`config.mk`:
```
export PLATFORM = sky130hd
export DESIGN_NAME = branch_sequencer_flat
export DESIGN_NICKNAME = d
export VERILOG_FILES = /design/src/rtl/branch_pkg.sv /design/src/rtl/branch_sequencer_if.sv /design/src/rtl/branch_sequencer_sat_counter.sv /design/src/rtl/branch_sequencer.sv /design/src/flat_wrapper.sv
export SDC_FILE = /design/constraint.sdc
export NUM_CORES = 1
export LEC_CHECK = 0
export ABC_AREA = 1
export CAP_MARGIN = 20
export CORE_ASPECT_RATIO = 1.25
export CORE_MARGIN = 2
export CORE_UTILIZATION = 40
export DETAILED_ROUTE_END_ITERATION = 16
export HOLD_SLACK_MARGIN = 0.03
export PLACE_DENSITY = 0.73
export RECOVER_POWER = 100
export SYNTH_ARGS = -nofsm -noshare
export SYNTH_HDL_FRONTEND = slang
export SYNTH_SLANG_ARGS = --single-unit
```
`constraint.sdc`:
```
create_clock -name clk -period 2 [get_ports clk]
set_input_delay 0.4 -clock clk [delete_from_list [all_inputs] [get_ports clk]]
set_output_delay 0.4 -clock clk [all_outputs]
set_load 0.02 [all_outputs]
```
`src/rtl/branch_pkg.sv`:
```
// Shared types and constants for the branch sequencer slice.
package branch_pkg;

   typedef enum logic [1:0] {
      IDLE     = 2'd0,
      WAIT_ALU = 2'd1,
      REDIRECT = 2'd2,
      FLUSH    = 2'd3
   } state_e;

   localparam logic BR_BEQ = 1'b0;
   localparam logic BR_BNE = 1'b1;

   localparam int CNT_W = 16;

endpackage

```
`src/rtl/branch_sequencer_if.sv`:
```
// Decode / ALU / PC signal bundle around the branch sequencer.
interface branch_sequencer_if #(
   parameter int ADDR_W = 32
);
   import branch_pkg::*;

   logic              br_valid;
   logic              br_ready;
   logic              br_is_bne;
   logic [ADDR_W-1:0] br_target;
   logic              alu_done;
   logic              alu_zero;
   logic              pc_load;
   logic [ADDR_W-1:0] pc_target;
   logic              stall;
   logic              flush;
   logic              timeout_err;
   logic [CNT_W-1:0]  branch_cnt;
   logic [CNT_W-1:0]  taken_cnt;

   modport master (
      output br_valid, br_is_bne, br_target, alu_done, alu_zero,
      input  br_ready, pc_load, pc_target, stall, flush, timeout_err,
             branch_cnt, taken_cnt
   );

   modport slave (
      input  br_valid, br_is_bne, br_target, alu_done, alu_zero,
      output br_ready, pc_load, pc_target, stall, flush, timeout_err,
             branch_cnt, taken_cnt
   );

endinterface

```
`src/rtl/branch_sequencer_sat_counter.sv`:
```
// Saturating up-counter: holds at all-ones instead of wrapping.
module sat_counter
   import branch_pkg::*;
#(
   parameter int WIDTH = CNT_W
) (
   input  logic             clk,
   input  logic             rst_n,
   input  logic             inc,
   output logic [WIDTH-1:0] count
);

   logic [WIDTH-1:0] count_q;

   always_ff @(posedge clk or negedge rst_n) begin
      if (!rst_n) begin
         count_q <= '0;
      end else if (inc && (count_q != {WIDTH{1'b1}})) begin
         count_q <= count_q + {{(WIDTH-1){1'b0}}, 1'b1};
      end
   end

   assign count = count_q;

endmodule

```
`src/rtl/branch_sequencer.sv`:
```
// Multicycle conditional-branch controller: stalls decode until the ALU
// compare resolves, then redirects the PC and flushes younger slots.
module branch_sequencer
   import branch_pkg::*;
#(
   parameter int ADDR_W       = 32,
   parameter int FLUSH_CYCLES = 2,
   parameter int ALU_TIMEOUT  = 8
) (
   input logic               clk,
   input logic               rst_n,
   branch_sequencer_if.slave bus
);

   localparam logic [7:0] WAIT_LAST  = 8'(ALU_TIMEOUT - 1);
   localparam logic [3:0] FLUSH_LOAD = (FLUSH_CYCLES > 0) ? 4'(FLUSH_CYCLES - 1) : 4'd0;

   state_e            state_q, state_d;
   logic [7:0]        waitCnt_q, waitCnt_d;
   logic [3:0]        flushCnt_q, flushCnt_d;
   logic              isBne_q, isBne_d;
   logic [ADDR_W-1:0] target_q, target_d;
   logic              timeoutErr_q, timeoutErr_d;
   logic              branchInc;
   logic              takenInc;
   logic              taken;

   always_ff @(posedge clk or negedge rst_n) begin
      if (!rst_n) begin
         state_q      <= IDLE;
         waitCnt_q    <= '0;
         flushCnt_q   <= '0;
         isBne_q      <= 1'b0;
         target_q     <= '0;
         timeoutErr_q <= 1'b0;
      end else begin
         state_q      <= state_d;
         waitCnt_q    <= waitCnt_d;
         flushCnt_q   <= flushCnt_d;
         isBne_q      <= isBne_d;
         target_q     <= target_d;
         timeoutErr_q <= timeoutErr_d;
      end
   end

   assign taken = bus.alu_zero ^ (isBne_q == BR_BNE);

   // alu_done takes priority over the timeout when both land in the same cycle
   always_comb begin
      state_d      = state_q;
      waitCnt_d    = waitCnt_q;
      flushCnt_d   = flushCnt_q;
      isBne_d      = isBne_q;
      target_d     = target_q;
      timeoutErr_d = timeoutErr_q;
      branchInc    = 1'b0;
      takenInc     = 1'b0;
      case (state_q)
         IDLE: begin
            if (bus.br_valid) begin
               isBne_d   = bus.br_is_bne;
               target_d  = bus.br_target;
               waitCnt_d = '0;
               branchInc = 1'b1;
               state_d   = WAIT_ALU;
            end
         end
         WAIT_ALU: begin
            if (bus.alu_done) begin
               if (taken) begin
                  takenInc = 1'b1;
                  state_d  = REDIRECT;
               end else begin
                  state_d = IDLE;
               end
            end else if (waitCnt_q == WAIT_LAST) begin
               timeoutErr_d = 1'b1;
               state_d      = IDLE;
            end else begin
               waitCnt_d = waitCnt_q + 8'd1;
            end
         end
         REDIRECT: begin
            if (FLUSH_CYCLES > 0) begin
               flushCnt_d = FLUSH_LOAD;
               state_d    = FLUSH;
            end else begin
               state_d = IDLE;
            end
         end
         FLUSH: begin
            if (flushCnt_q == 4'd0) begin
               state_d = IDLE;
            end else begin
               flushCnt_d = flushCnt_q - 4'd1;
            end
         end
         default: state_d = IDLE;
      endcase
   end

   assign bus.br_ready    = (state_q == IDLE);
   assign bus.stall       = (state_q == WAIT_ALU);
   assign bus.pc_load     = (state_q == REDIRECT);
   assign bus.flush       = (state_q == REDIRECT) || (state_q == FLUSH);
   assign bus.pc_target   = target_q;
   assign bus.timeout_err = timeoutErr_q;

   sat_counter #(.WIDTH(CNT_W)) uBranchCnt (
      .clk   (clk),
      .rst_n (rst_n),
      .inc   (branchInc),
      .count (bus.branch_cnt)
   );

   sat_counter #(.WIDTH(CNT_W)) uTakenCnt (
      .clk   (clk),
      .rst_n (rst_n),
      .inc   (takenInc),
      .count (bus.taken_cnt)
   );

endmodule
```
`src/flat_wrapper.sv`:
```
// flat-port wrapper written by rule: the top's interface ports become plain ports
module branch_sequencer_flat import branch_pkg::*;
#(
   parameter int ADDR_W       = 32,
   parameter int FLUSH_CYCLES = 2,
   parameter int ALU_TIMEOUT  = 8
)
  (clk, rst_n, bus_br_valid, bus_br_is_bne, bus_br_target, bus_alu_done, bus_alu_zero, bus_br_ready, bus_pc_load, bus_pc_target, bus_stall, bus_flush, bus_timeout_err, bus_branch_cnt, bus_taken_cnt);
  branch_sequencer_if #(.ADDR_W(ADDR_W)) bus_i ();
  input logic clk;
  input logic rst_n;
  input wire logic [$bits(bus_i.br_valid)-1:0] bus_br_valid;
  input wire logic [$bits(bus_i.br_is_bne)-1:0] bus_br_is_bne;
  input wire logic [$bits(bus_i.br_target)-1:0] bus_br_target;
  input wire logic [$bits(bus_i.alu_done)-1:0] bus_alu_done;
  input wire logic [$bits(bus_i.alu_zero)-1:0] bus_alu_zero;
  output wire logic [$bits(bus_i.br_ready)-1:0] bus_br_ready;
  output wire logic [$bits(bus_i.pc_load)-1:0] bus_pc_load;
  output wire logic [$bits(bus_i.pc_target)-1:0] bus_pc_target;
  output wire logic [$bits(bus_i.stall)-1:0] bus_stall;
  output wire logic [$bits(bus_i.flush)-1:0] bus_flush;
  output wire logic [$bits(bus_i.timeout_err)-1:0] bus_timeout_err;
  output wire logic [$bits(bus_i.branch_cnt)-1:0] bus_branch_cnt;
  output wire logic [$bits(bus_i.taken_cnt)-1:0] bus_taken_cnt;
  assign bus_i.br_valid = bus_br_valid;
  assign bus_i.br_is_bne = bus_br_is_bne;
  assign bus_i.br_target = bus_br_target;
  assign bus_i.alu_done = bus_alu_done;
  assign bus_i.alu_zero = bus_alu_zero;
  assign bus_br_ready = bus_i.br_ready;
  assign bus_pc_load = bus_i.pc_load;
  assign bus_pc_target = bus_i.pc_target;
  assign bus_stall = bus_i.stall;
  assign bus_flush = bus_i.flush;
  assign bus_timeout_err = bus_i.timeout_err;
  assign bus_branch_cnt = bus_i.branch_cnt;
  assign bus_taken_cnt = bus_i.taken_cnt;
  branch_sequencer #(.ADDR_W(ADDR_W), .FLUSH_CYCLES(FLUSH_CYCLES), .ALU_TIMEOUT(ALU_TIMEOUT)) u_core (.clk(clk), .rst_n(rst_n), .bus(bus_i));
endmodule
```
Word-level counts from Yosys, hierarchy flattened
Cells that the tools add are included.
{"block": "totals", "latchBits": 0, "memories": 0, "out_inout_bits": 69, "ram_bits": 0, "romBits": 0, "register_bits": 80, "wordCells": 55, "inputBits": 38}
{"block": "op_classes", "eq_ne": 12, "mux": 17, "n_reduce_logical": 12, "bitwise": 2, "n_shift": 0, "n_div": 0, "add_sub_neg": 4, "multipliers": 0, "n_lt_le_gt_ge": 0}
{"operator": "$add 16x1->16 const B", "n": 2}
{"operator": "$ne 16x16->1 const B", "n": 2}
{"operator": "$mux 8", "n": 3}
{"operator": "$pmux 8 s2", "n": 1}
{"operator": "$mux 2", "n": 5}
{"operator": "$add 8x1->8 const B", "n": 1}
{"operator": "$eq 8x3->1 const B", "n": 1}
{"operator": "$ne 2x2->1 const B", "n": 4}
{"operator": "$pmux 2 s4", "n": 1}
{"operator": "$pmux 4 s2", "n": 1}
{"operator": "$reduce_and 3->1", "n": 2}
{"operator": "$mux 1", "n": 5}
{"operator": "$eq 2x2->1 const B", "n": 2}
{"operator": "$logic_not 4->1", "n": 1}
{"operator": "$mux 4", "n": 1}
{"operator": "$reduce_and 2->1", "n": 2}
{"operator": "$reduce_and 4->1", "n": 1}
{"operator": "$reduce_bool 2->1", "n": 2}
{"operator": "$sub 4x1->4 const B", "n": 1}
{"operator": "$ne 3x2->1 const B", "n": 1}
{"operator": "$eq 2x1->1 const B", "n": 1}
{"operator": "$logic_and 1x1->1", "n": 2}
{"operator": "$logic_not 2->1", "n": 1}
{"operator": "$ne 2x1->1 const B", "n": 1}
{"operator": "other kinds (3)", "n": 3}

Depth between registers and ports, before layout
{"block": "logic_depth", "depth_word": 5, "mapped_depth": 9, "mapped_depth_nobuf": 9}

Cells and area by module
A second synthesis with hierarchy kept.
{"block": "unflattened", "hier_cells": 559, "hier_area_um2": 4296.6}
{"mod": "branch_sequencer", "cells_per_inst": 261, "seq_area_each_um2": 1201.2, "n_inst": 1, "area_each_um2": 2179.6}
{"mod": "sat_counter", "cells_per_inst": 149, "seq_area_each_um2": 400.4, "n_inst": 2, "area_each_um2": 1058.5}

Worst setup path before layout
Ideal clock, no wire load.
{"block": "synth_path", "kind": "register -> register", "start": "register u_core.uBranchCnt.count_q[1], in the netlist u_core.uBranchCnt.count[1]", "end": "register u_core.uBranchCnt.count_q[12], in the netlist u_core.uBranchCnt.count[12]", "t_required_ps": 1883, "stages_incl_launch_ff": 10, "setup_time_ps": 117, "period_less_slack_ps": 1642, "path_slack_ps": 358, "path_buffers": 1, "arrival_time_ps": 1525, "cell_sequence": "dfrtp_1 ha_1 nand3_1 inv_1 nand2_1 nor2_1 nor2_4 buf_6 nand2_1 nand2_1"}
{"block": "synth_between", "elab_chain_len": 2, "elab_cells_between_ends": 3, "cone_classes": "1 x add/sub; 1 x eq/ne; 1 x reduce/logical"}
{"item": "start, declared", "line": "branch_sequencer_sat_counter.sv:13", "source": "logic [WIDTH-1:0] count_q;"}
{"item": "start signal, assigned", "line": "branch_sequencer_sat_counter.sv:19", "source": "count_q <= count_q + {{(WIDTH-1){1'b0}}, 1'b1};"}
{"item": "parallel branches: the longest is 2 deep, another holds $add 16x1->16"}
Several ways; the timed one is not identified.
A chain may end at the register's enable or synchronous reset.

Final worst setup path
{"block": "layout_path", "start": "register u_core.uBranchCnt.count_q[12], in the netlist u_core.uBranchCnt.count[12]", "end": "output port bus_branch_cnt[12]"}
{"item": "end, declared", "line": "flat_wrapper.sv:23", "source": "output wire logic [$bits(bus_i.branch_cnt)-1:0] bus_branch_cnt;"}
No word-level cell between the ends.

==> impl_metrics.toml <==
[outcome]
status = "complete, no violations"

[yosys]
yosysUniqueCellTypes = 28
synth_area_per_cell_um2 = 7.46
ys_top_cells_by_count = "259 x nand2_1, 80 x dfrtp_1, 46 x nor2_1"
seq_area_frac_synth_pct = 48.3
ys.flop_type = "dfrtp_1"
synth_top_area_share_pct = 48.3
synth_most_common_cell = "nand2_1"
synth_area_leaders = "dfrtp_1 48%, nand2_1 23%, nand3_1 5.2%, nor2_1 4.2%, inv_1 3.7%"
synth_edf_count = 0
ys_async_sr_fraction_pct = 100
ys_ff_latch = 80
synthCells = 556
synth.net_count = 599
synth_top_cell_by_area = "dfrtp_1"
ys_warn_count = 0
synth_area_um2 = 4150

[timing]
setup_viol = 0
layout_setup_ws_ps = 88.2
hold_viol_final = 0
worstMarginPinSlew_ps = 890
rsz0062_at_grt = "false"
fin_crit_ps = 1910
fin_skew_ps = 4.48
fmax_mhz = 523
fin_tns_setup_ps = 0
hold_ws_ps = 176
slew_violations = 0
slew_headroom_pct = 40.6
period_share_pct = 95.6

[worst_setup_path]
cp_data_arrival_time_ps = 1510
slowest_stage = "dlygate4sd3_1"
end_kind = "output pin"
critPathBufInv = 1
critical-path-max-stage-delay_ps = 720
crit_type = "register to output pin"
crit_cells = 1
crit_family = "buffers and inverters"
cp-start-kind = "register"
critical_path_peak_fanout = 7
worstRegToRegCells = 7
crit_required_ps = 1600
crit_chain = "dlygate4sd3_1"

[place]
io_buffer_count = 106
dp.cells = 786
preCtsSetupSlack_ps = 118
finalWeightedCongestion = 0.863
dpl.hpwl_mm = 7.64

[layout]
drive_above_1_share_pct = 5.35
insertedDiodeCount = 0
layout.cells.non_filler = 802
register_area_um2 = 2000
multi_input_area_um2 = 1900
n_fill_cell = 939
fin_nets = 711
synthToLayoutAreaGrowth_pct = 35.6

[grt]
grt_start_max_net_pins = 47
gr-total-overflow = 0
grt.met3_usage_pct = 4.23
met2_usage_pct = 34.4
globalRouteTotalUtil_pct = 20.0
antenna_found_initial = 0
grt_pass1_vias = 3941
busiest_layer = "met2"
met1_usage_pct = 24.1
grt_first_pass_wirelength_mm = 17.9

[clock_network]
cts-root-buf = "clkbuf_16"
postCtsHoldBufs = 0
cts-buffers-inserted = 9
cts_setup_buffers = 0
clk_pin_slew_ps = 60
clkLatencyLatePin_ps = 330
h-tree-depth = 3
cts_sinks = 80
cts_tree = "built"
cts.path.max_buffers = 2

[drt]
drc = 0
routed_wl_mm = 10.5
drtIter0Drc = 149
num_vias = 3968
ant_nets = 0
drtPass1Iterations = 4
routedWlPerCell_um = 13.1
viasPerCell = 4.95

[power]
irDropWorstVdd_mv = 0.604
cellPowerDensity_nw_per_um2 = 1270
p_leak_nw = 2.81

[floorplan]
die_area_um2 = 11200
pin_count = 107
coreArea_um2 = 10100
fp.dieW_um = 95.1
initial_core_util_pct = 41.0
die-height_um = 118
rows = 41

[min_path]
hp-class = "primary input to asynchronous set/reset pin"

[run]
maxCapViolations = 0
-- per-stage QoR --
stage	power, mW	util, %	instance area, µm²
detailed placement	5.77	53.1	5360
global placement	5.69	53.1	5360
global route	7.65	55.6	5620
CTS	7.47	56.0	5660
finish	7.16	55.6	5620
floorplan	4.35	-	4150
-- layer usage --
| metal | routed length (µm) | vias up |
|---|---|---|
| met2 | 5360 | 128 |
| met5 | 0 | - |
| met1 | 4430 | 1855 |
| met4 | 174 | 0 |
| li1 | - | 1970 |
| met3 | 570 | 15 |
-- final cells by class --
cell class / count / share of cell area [%]
Multi-Input combinational cell: 420 / 33.8
Sequential cell: 80 / 35.6
Clock inverter: 5 / 1.00
Timing Repair Buffer: 114 / 19.5
Inverter: 43 / 2.87
Clock buffer: 11 / 4.32
Tap cell: 129 / 2.87
-- cell usage in the layout (no fill, tap or decap), types with 2 or more instances in the layout --
master and n:
clkbuf_2 5, clkbuf_1 3, o22ai_1 3, buf_4 2, inv_1 41, nor3_1 2, xnor2_1 8, o21ai_0 19
xor2_1 8, nand2_2 3, nor2_1 47, nand2_1 260, dfrtp_1 79, nor2_4 3, nand4_1 9, ha_1 5
nand3b_1 2, o21ai_1 2, clkdlybuf4s50_1 38, clkbuf_16 9, inv_2 2, dlygate4sd3_1 64, clkinv_2 2, nand3_1 43
dlygate4sd2_1 2
-- registers in the layout, indices dropped and copies added, names as in the netlist, named ones only --
name / cells
u_core.bus.pc_target: 32
u_core.bus.timeout_err: 1
u_core.flushCnt_q: 4
u_core.isBne_q: 1
u_core.state_q: 1
u_core.uBranchCnt.count: 16
u_core.uTakenCnt.count: 16
u_core.waitCnt_q: 8
-- worst paths after layout --
path | from | slack, ps | endpoint
min in group clk | u_core.bus.timeout_err | 470 | u_core.bus.timeout_err
max in group asynchronous | rst_n | 590 | u_core.bus.pc_target[16]
min reg2reg | u_core.bus.timeout_err | 470 | u_core.bus.timeout_err
min | rst_n | 180 | u_core.uTakenCnt.count[13]
max | u_core.uBranchCnt.count[12] | 90 | bus_branch_cnt[12]
max reg2reg | register | 220 | u_core.uBranchCnt.count[9]
-- cells by family (layout without fill, tap and decap cells) --
logic type	after synthesis	in the layout	synth area share [%]
compound gates	27	27	3.83
xor+xnor	16	16	3.38
buf+inv	56	173	5.70
simple gates	372	372	37.3
fa+ha+maj	5	5	1.51
flops	80	80	48.3
-- what timing repair did --
action                     in CTS  in global routing
gates resized for setup         4                  1
pin swaps                       0                  0
setup endpoints to repair       3                  1
-- power by group --
group	internal (mW)	leakage [nW]	switching, mW
clock	0.999	0.145	0.654
sequential	2.13	1.04	0.434
combinational	1.17	1.62	1.77
total	4.30	2.81	2.86
Power figures use the tool's default switching activity.
==> RTL edit 1: new RTL, config.mk and constraints unchanged <==
Reset style: synchronous (`rst_n`), changed in 2 clocked blocks.
--- a/src/rtl/branch_sequencer_sat_counter.sv
+++ b/src/rtl/branch_sequencer_sat_counter.sv
@@ -12,7 +12,7 @@
 
    logic [WIDTH-1:0] count_q;
 
-   always_ff @(posedge clk or negedge rst_n) begin
+   always_ff @(posedge clk) begin
       if (!rst_n) begin
          count_q <= '0;
       end else if (inc && (count_q != {WIDTH{1'b1}})) begin
--- a/src/rtl/branch_sequencer.sv
+++ b/src/rtl/branch_sequencer.sv
@@ -25,7 +25,7 @@
    logic              takenInc;
    logic              taken;
 
-   always_ff @(posedge clk or negedge rst_n) begin
+   always_ff @(posedge clk) begin
       if (!rst_n) begin
          state_q      <= IDLE;
          waitCnt_q    <= '0;
Behaviour: differs if rst_n is asserted again (counterexample within 4 cycles, from zero or initial values and one cycle with rst_n low); with rst_n held inactive, the same outputs for 10 cycles.
==> RTL edit 1 against the original RTL <==
  * Routed wire length down 9.9%
  * Cell area down 5.9%
  * Area after synthesis decreased by 7.9%
  * Final cell count is 1.6% higher
  * Sequential cell count unchanged
  * Worst setup slack better by 0.013 ns
  * Clock skew hardly changed
  * Register-to-register slack better by 0.02 ns
  * Sequential share of layout area down 5.4 points
  * Synthesized cell count increased by 3.4%
  * Core utilization increased by 1.8 points
  * Critical path type unchanged
Power is not compared: it rests on default switching activity, and its combinational part moved more than twofold at a synthesized area within 25%.
==> RTL edit 1: results (changes against the original RTL) <==
[placed_design]
dp.cells=799  ; +1.7%
numPortBuffers=106  ; unchanged
placed_area_sq_um=5047  ; -5.9%
place_ws_ns=0.08431  ; -0.03378 ns
place_congestion=0.8581  ; -0.53%
place_hpwl_um=7040  ; -7.9%

[grt]
grt_pass1_wl_um=16470  ; -8.2%
grtUsageTotal_pct=19.41  ; -0.57 points
grt_start_max_net_pins=34  ; -28%
antenna_found_initial=0  ; unchanged
grt_pass1_vias=3755  ; -4.7%

[cts]
cts_root_buffer=clkbuf_16
path_clk_slew_ns=0.06  ; about the same
cts_buffers=9  ; unchanged
post_cts_resized=3  ; -1
cts_max_path_buffers=2  ; unchanged
cts.htree.levels=3  ; unchanged
clock_latency_ns=0.33  ; about the same
post-cts-setup-buffers=0  ; unchanged

[synthesis]
ys_warn_count=0  ; unchanged
ys.flop_type=dfxtp_1
synth_cells=575  ; +3.4%
netlist_top_cells_count=nand2_1 (145), nor2_1 (136), dfxtp_1 (80)
ys_seq_area_share_pct=41.94  ; -6.4 points
synth_cell_types=25  ; -11%
syn_nets=618  ; +3.2%
async_flop_share_pct=0  ; -100 points
synthTopCellsByArea=dfxtp_1 (42%), nand2_1 (14%), nor2_1 (13%)

[critical_path]
r2r_setup_slack_ns=0.24  ; +0.02 ns
critical_path.max_stage_delay_ns=0.72  ; about the same
arrival_ns=1.50
worst_path_max_delay_cell=dlygate4sd3_1
critical_path.max_fanout=6  ; -1
critPathTopFamily=buffers and inverters

[timing]
finalCritPeriodShare_pct=94.94  ; -0.65 points
worst_slew_pin_slew_ns=0.7843  ; -0.1061 ns
finClkSkew_ns=0.004621  ; +0.0001444 ns
worst_hold_slack_ns=0.4722  ; +0.2961 ns

[finish]
largest_register_ff_count=32  ; unchanged
drive_gt1_share_pct=5.202  ; -0.15 points
finalNetCount=730  ; +2.7%
n_antenna_cell=0  ; unchanged
finalNonFillerCells=815  ; +1.6%

[detailed_routing]
dr.pass1.iters=4  ; unchanged
via_per_inst=4.845  ; -2.1%
drt_iter0_markers=150  ; +0.67%
wire_per_inst_um=11.63  ; -11%

[min_path]
hold_class=flip-flop to flip-flop

[outcome]
outcome=finished, final reports clean

[power]
p_leak_nw=2.201
irDropWorstVdd_mv=0.3813

-- RTL edit 1: cell types whose count changed in the layout (fill, tap and decap cells not counted), sizes merged, moves of 7 or more --
cell	delta
a21oi	+37
dfrtp	-80
dfxtp	+80
nand2	-116
nand3	-25
buf	+7
o21ai	+28
nor2	+88
-- RTL edit 1: where the power goes --
part           internal [mW]  total, mW  switching [mW]  leakage, nW
clock network          0.871       1.48           0.609        0.130
logic                  0.267      0.628           0.361         1.42
registers               1.68       1.74          0.0516        0.653
-- RTL edit 1: cell families (layout without fill, tap and decap cells) --
group,count (synthesis),count (layout),synth area share (%)
adder cells (fa/ha/maj),5,5,1.638
flip-flops,80,80,41.94
XOR/XNOR,17,17,3.899
AND/OR/NAND/NOR,322,322,33.98
AO/OA/AOI/OAI,88,88,11.83
buffers and inverters,63,180,6.717
-- RTL edit 1: routing by layer --
| metal | up-vias | share of wire (%) | track usage, % |
|---|---|---|---|
| met4 | 0 | 1.8 | 7.778 |
| met5 | - | 0 | 0 |
| met1 | 1749 | 43 | 23.01 |
| met3 | 15 | 7.8 | 5.925 |
| li1 | 2047 | - | - |
| met2 | 138 | 48 | 32.70 |
-- RTL edit 1: path summary, 6_finish.rpt --
kind | cells past startpoint | startpoint | to
max | 1 | u_core.uBranchCnt.count[11] | bus_branch_cnt[11]
min | 2 | u_core.bus.pc_target[22] | u_core.bus.pc_target[22]
max reg2reg | 9 | u_core.uTakenCnt.count[0] | u_core.uTakenCnt.count[2]
min reg2reg | 2 | u_core.bus.pc_target[22] | u_core.bus.pc_target[22]
-- RTL edit 1: cell type report --
cell class,count,area (sq um)
fill,874,3931
multi-input combinational,432,1958
sequential,80,1603
timing repair buffer,120,1144
clock buffer,13,250.2
inverter,44,165.2
tap,123,153.9
clock inverter,3,17.52
==> RTL edit 2: new RTL, same settings <==
Made on the original files. `ADDR_W` is set to 32 in 3 places; all go to 64.
--- a/src/rtl/branch_sequencer_if.sv
+++ b/src/rtl/branch_sequencer_if.sv
@@ -1,6 +1,6 @@
 // Decode / ALU / PC signal bundle around the branch sequencer.
 interface branch_sequencer_if #(
-   parameter int ADDR_W = 32
+   parameter int ADDR_W = 64
 );
    import branch_pkg::*;
 
--- a/src/rtl/branch_sequencer.sv
+++ b/src/rtl/branch_sequencer.sv
@@ -3,7 +3,7 @@
 module branch_sequencer
    import branch_pkg::*;
 #(
-   parameter int ADDR_W       = 32,
+   parameter int ADDR_W       = 64,
    parameter int FLUSH_CYCLES = 2,
    parameter int ALU_TIMEOUT  = 8
 ) (
--- a/src/flat_wrapper.sv
+++ b/src/flat_wrapper.sv
@@ -1,7 +1,7 @@
 // flat-port wrapper written by rule: the top's interface ports become plain ports
 module branch_sequencer_flat import branch_pkg::*;
 #(
-   parameter int ADDR_W       = 32,
+   parameter int ADDR_W       = 64,
    parameter int FLUSH_CYCLES = 2,
    parameter int ALU_TIMEOUT  = 8
 )
Ports: changed (resized bus_br_target and bus_pc_target); port bits go from 107 to 171. The function was not compared with the original's and may differ.
==> RTL edit 2 against the original RTL <==
  * Cell area rose by 33%
  * Power rose by 35%
  * Critical path depth did not move
  * Largest power group unchanged
  * Largest cell class unchanged
  * Via count rose by 22%
  * Final cell count rose by 29%
  * Area after synthesis rose by 30%
  * Routed wire length rose by 25%
  * Sequential cell count rose by 32
  * Worst setup slack improved by 0.0027 ns
==> RTL edit 2: results (changes against the original RTL) <==
[grt]
antenna_found_initial=0  ; unchanged
grt_start_max_net_pins=52  ; +11%
grt_pass1_vias=4461  ; +13%
grtUsageTotal_pct=18.87  ; -1.1 points
grt_pass1_wl_um=21860  ; +22%

[placed_design]
place_hpwl_um=9437  ; +23%
place_congestion=0.7885  ; -8.6%
numPortBuffers=170  ; +60%
place_ws_ns=0.1507  ; +0.03266 ns
placed_area_sq_um=7256  ; +35%

[synthesis]
ys_seq_area_share_pct=52.13  ; +3.8 points
synthTopCellsByArea=dfrtp_1 (52%), nand2_1 (25%), nand3_1 (4.0%)
netlist_top_cells_count=nand2_1 (355), dfrtp_1 (112), nor2_1 (44)
synth_cell_types=30  ; +7.1%
syn_nets=767  ; +28%
synth_edf_count=0  ; unchanged
ys_warn_count=0  ; unchanged

[critical_path]
critical_path.max_fanout=6  ; -1

[min_path]
hold_class=flip-flop to flip-flop

[finish]
drive_gt1_share_pct=4.273  ; -1.1 points
largest_register_ff_count=64  ; +100%
nFillCells=1219  ; +30%
finalNetCount=937  ; +32%

[detailed_routing]
routed_wl_um=13150  ; +25%
drt_iter0_markers=285  ; +91%
vias=4845  ; +22%

[power]
irDropWorstVdd_mv=0.6697  ; +11%
p_leak_nw=3.755  ; +34%

[outcome]
outcome=finished, final reports clean

[timing]
slew_headroom_pct=45.00  ; +4.4 points
finClkSkew_ns=0.005091  ; +0.0006148 ns

[RTL edit 2: cell count changes after synthesis, sizes merged]
cell,unedited run,this run
buf,9,17
dfrtp,80,112
nand2,264,360
[RTL edit 2: cells by family (layout without fill, tap and decap cells)]
kind of cell | Yosys count | after routing | synth area share (%)
and+or+nand+nor | 468 | 468 | 35.79
DFF | 112 | 112 | 52.13
buffers and inverters | 64 | 238 | 5.352
AOI/OAI and AO/OA | 27 | 27 | 2.956
xor gates and xnor gates | 16 | 16 | 2.607
adders and majority gates | 5 | 5 | 1.164
[RTL edit 2: path summary, 6_finish.rpt]
path / start / end / slack, ns / cells past startpoint
min in group asynchronous: rst_n / u_core.waitCnt_q[0] / 0.69 / 2
max: u_core.uTakenCnt.count[9] / bus_taken_cnt[9] / 0.09 / 1
min: u_core.bus.pc_target[45] / u_core.bus.pc_target[45] / 0.47 / 2
max in group asynchronous: rst_n / u_core.bus.pc_target[63] / 0.32 / 3
min reg2reg: u_core.bus.pc_target[45] / u_core.bus.pc_target[45] / 0.47 / 2
max reg2reg: u_core.uBranchCnt.count[0] / u_core.uBranchCnt.count[7] / 0.28 / 7
[RTL edit 2: metal layers]
metal | GRT usage [%] | vias up | wire (um)
met5 | 0 | - | 0
met1 | 25.03 | 2202 | 5852
met3 | 3.767 | 14 | 740
met4 | 5.413 | 0 | 187
li1 | - | 2492 | -
met2 | 31.31 | 137 | 6372
[RTL edit 2: per-stage QoR]
stage                     util [%]  hold slack, ns  std cells
after global routing         56.82          0.4891       1037
after global placement       55.08          0.3809       1021
after CTS                    57.23          0.4821       1037
final                        56.82          0.4706       1037
after detailed placement     55.08          0.3848       1021
after floorplan                  -          0.1044        692
[RTL edit 2: layout make-up]
type                    instances  area share [%]
multi-input cells             516           30.26
repair buffers                180           23.60
inverters                      43           2.156
flip-flops and latches        112           37.46
well taps                     171           2.859
clock buffers                  12           3.427
clock inverters                 3          0.2340
[RTL edit 2: repair_timing]
item,in CTS,in global routing
hold buffers,1,0
buffers inserted,0,0
endpoints found under the hold margin,31,0
gates resized for setup,5,1
setup endpoints to repair,3,1
[RTL edit 2: power by group]
part	leakage [nW]	switching (mW)	total (mW)	internal, mW
Combinational	2.18	2.60	4.39	1.78
Clock	0.134	0.776	1.68	0.904
Sequential	1.44	0.539	3.62	3.08
Total	3.75	3.92	9.69	5.77
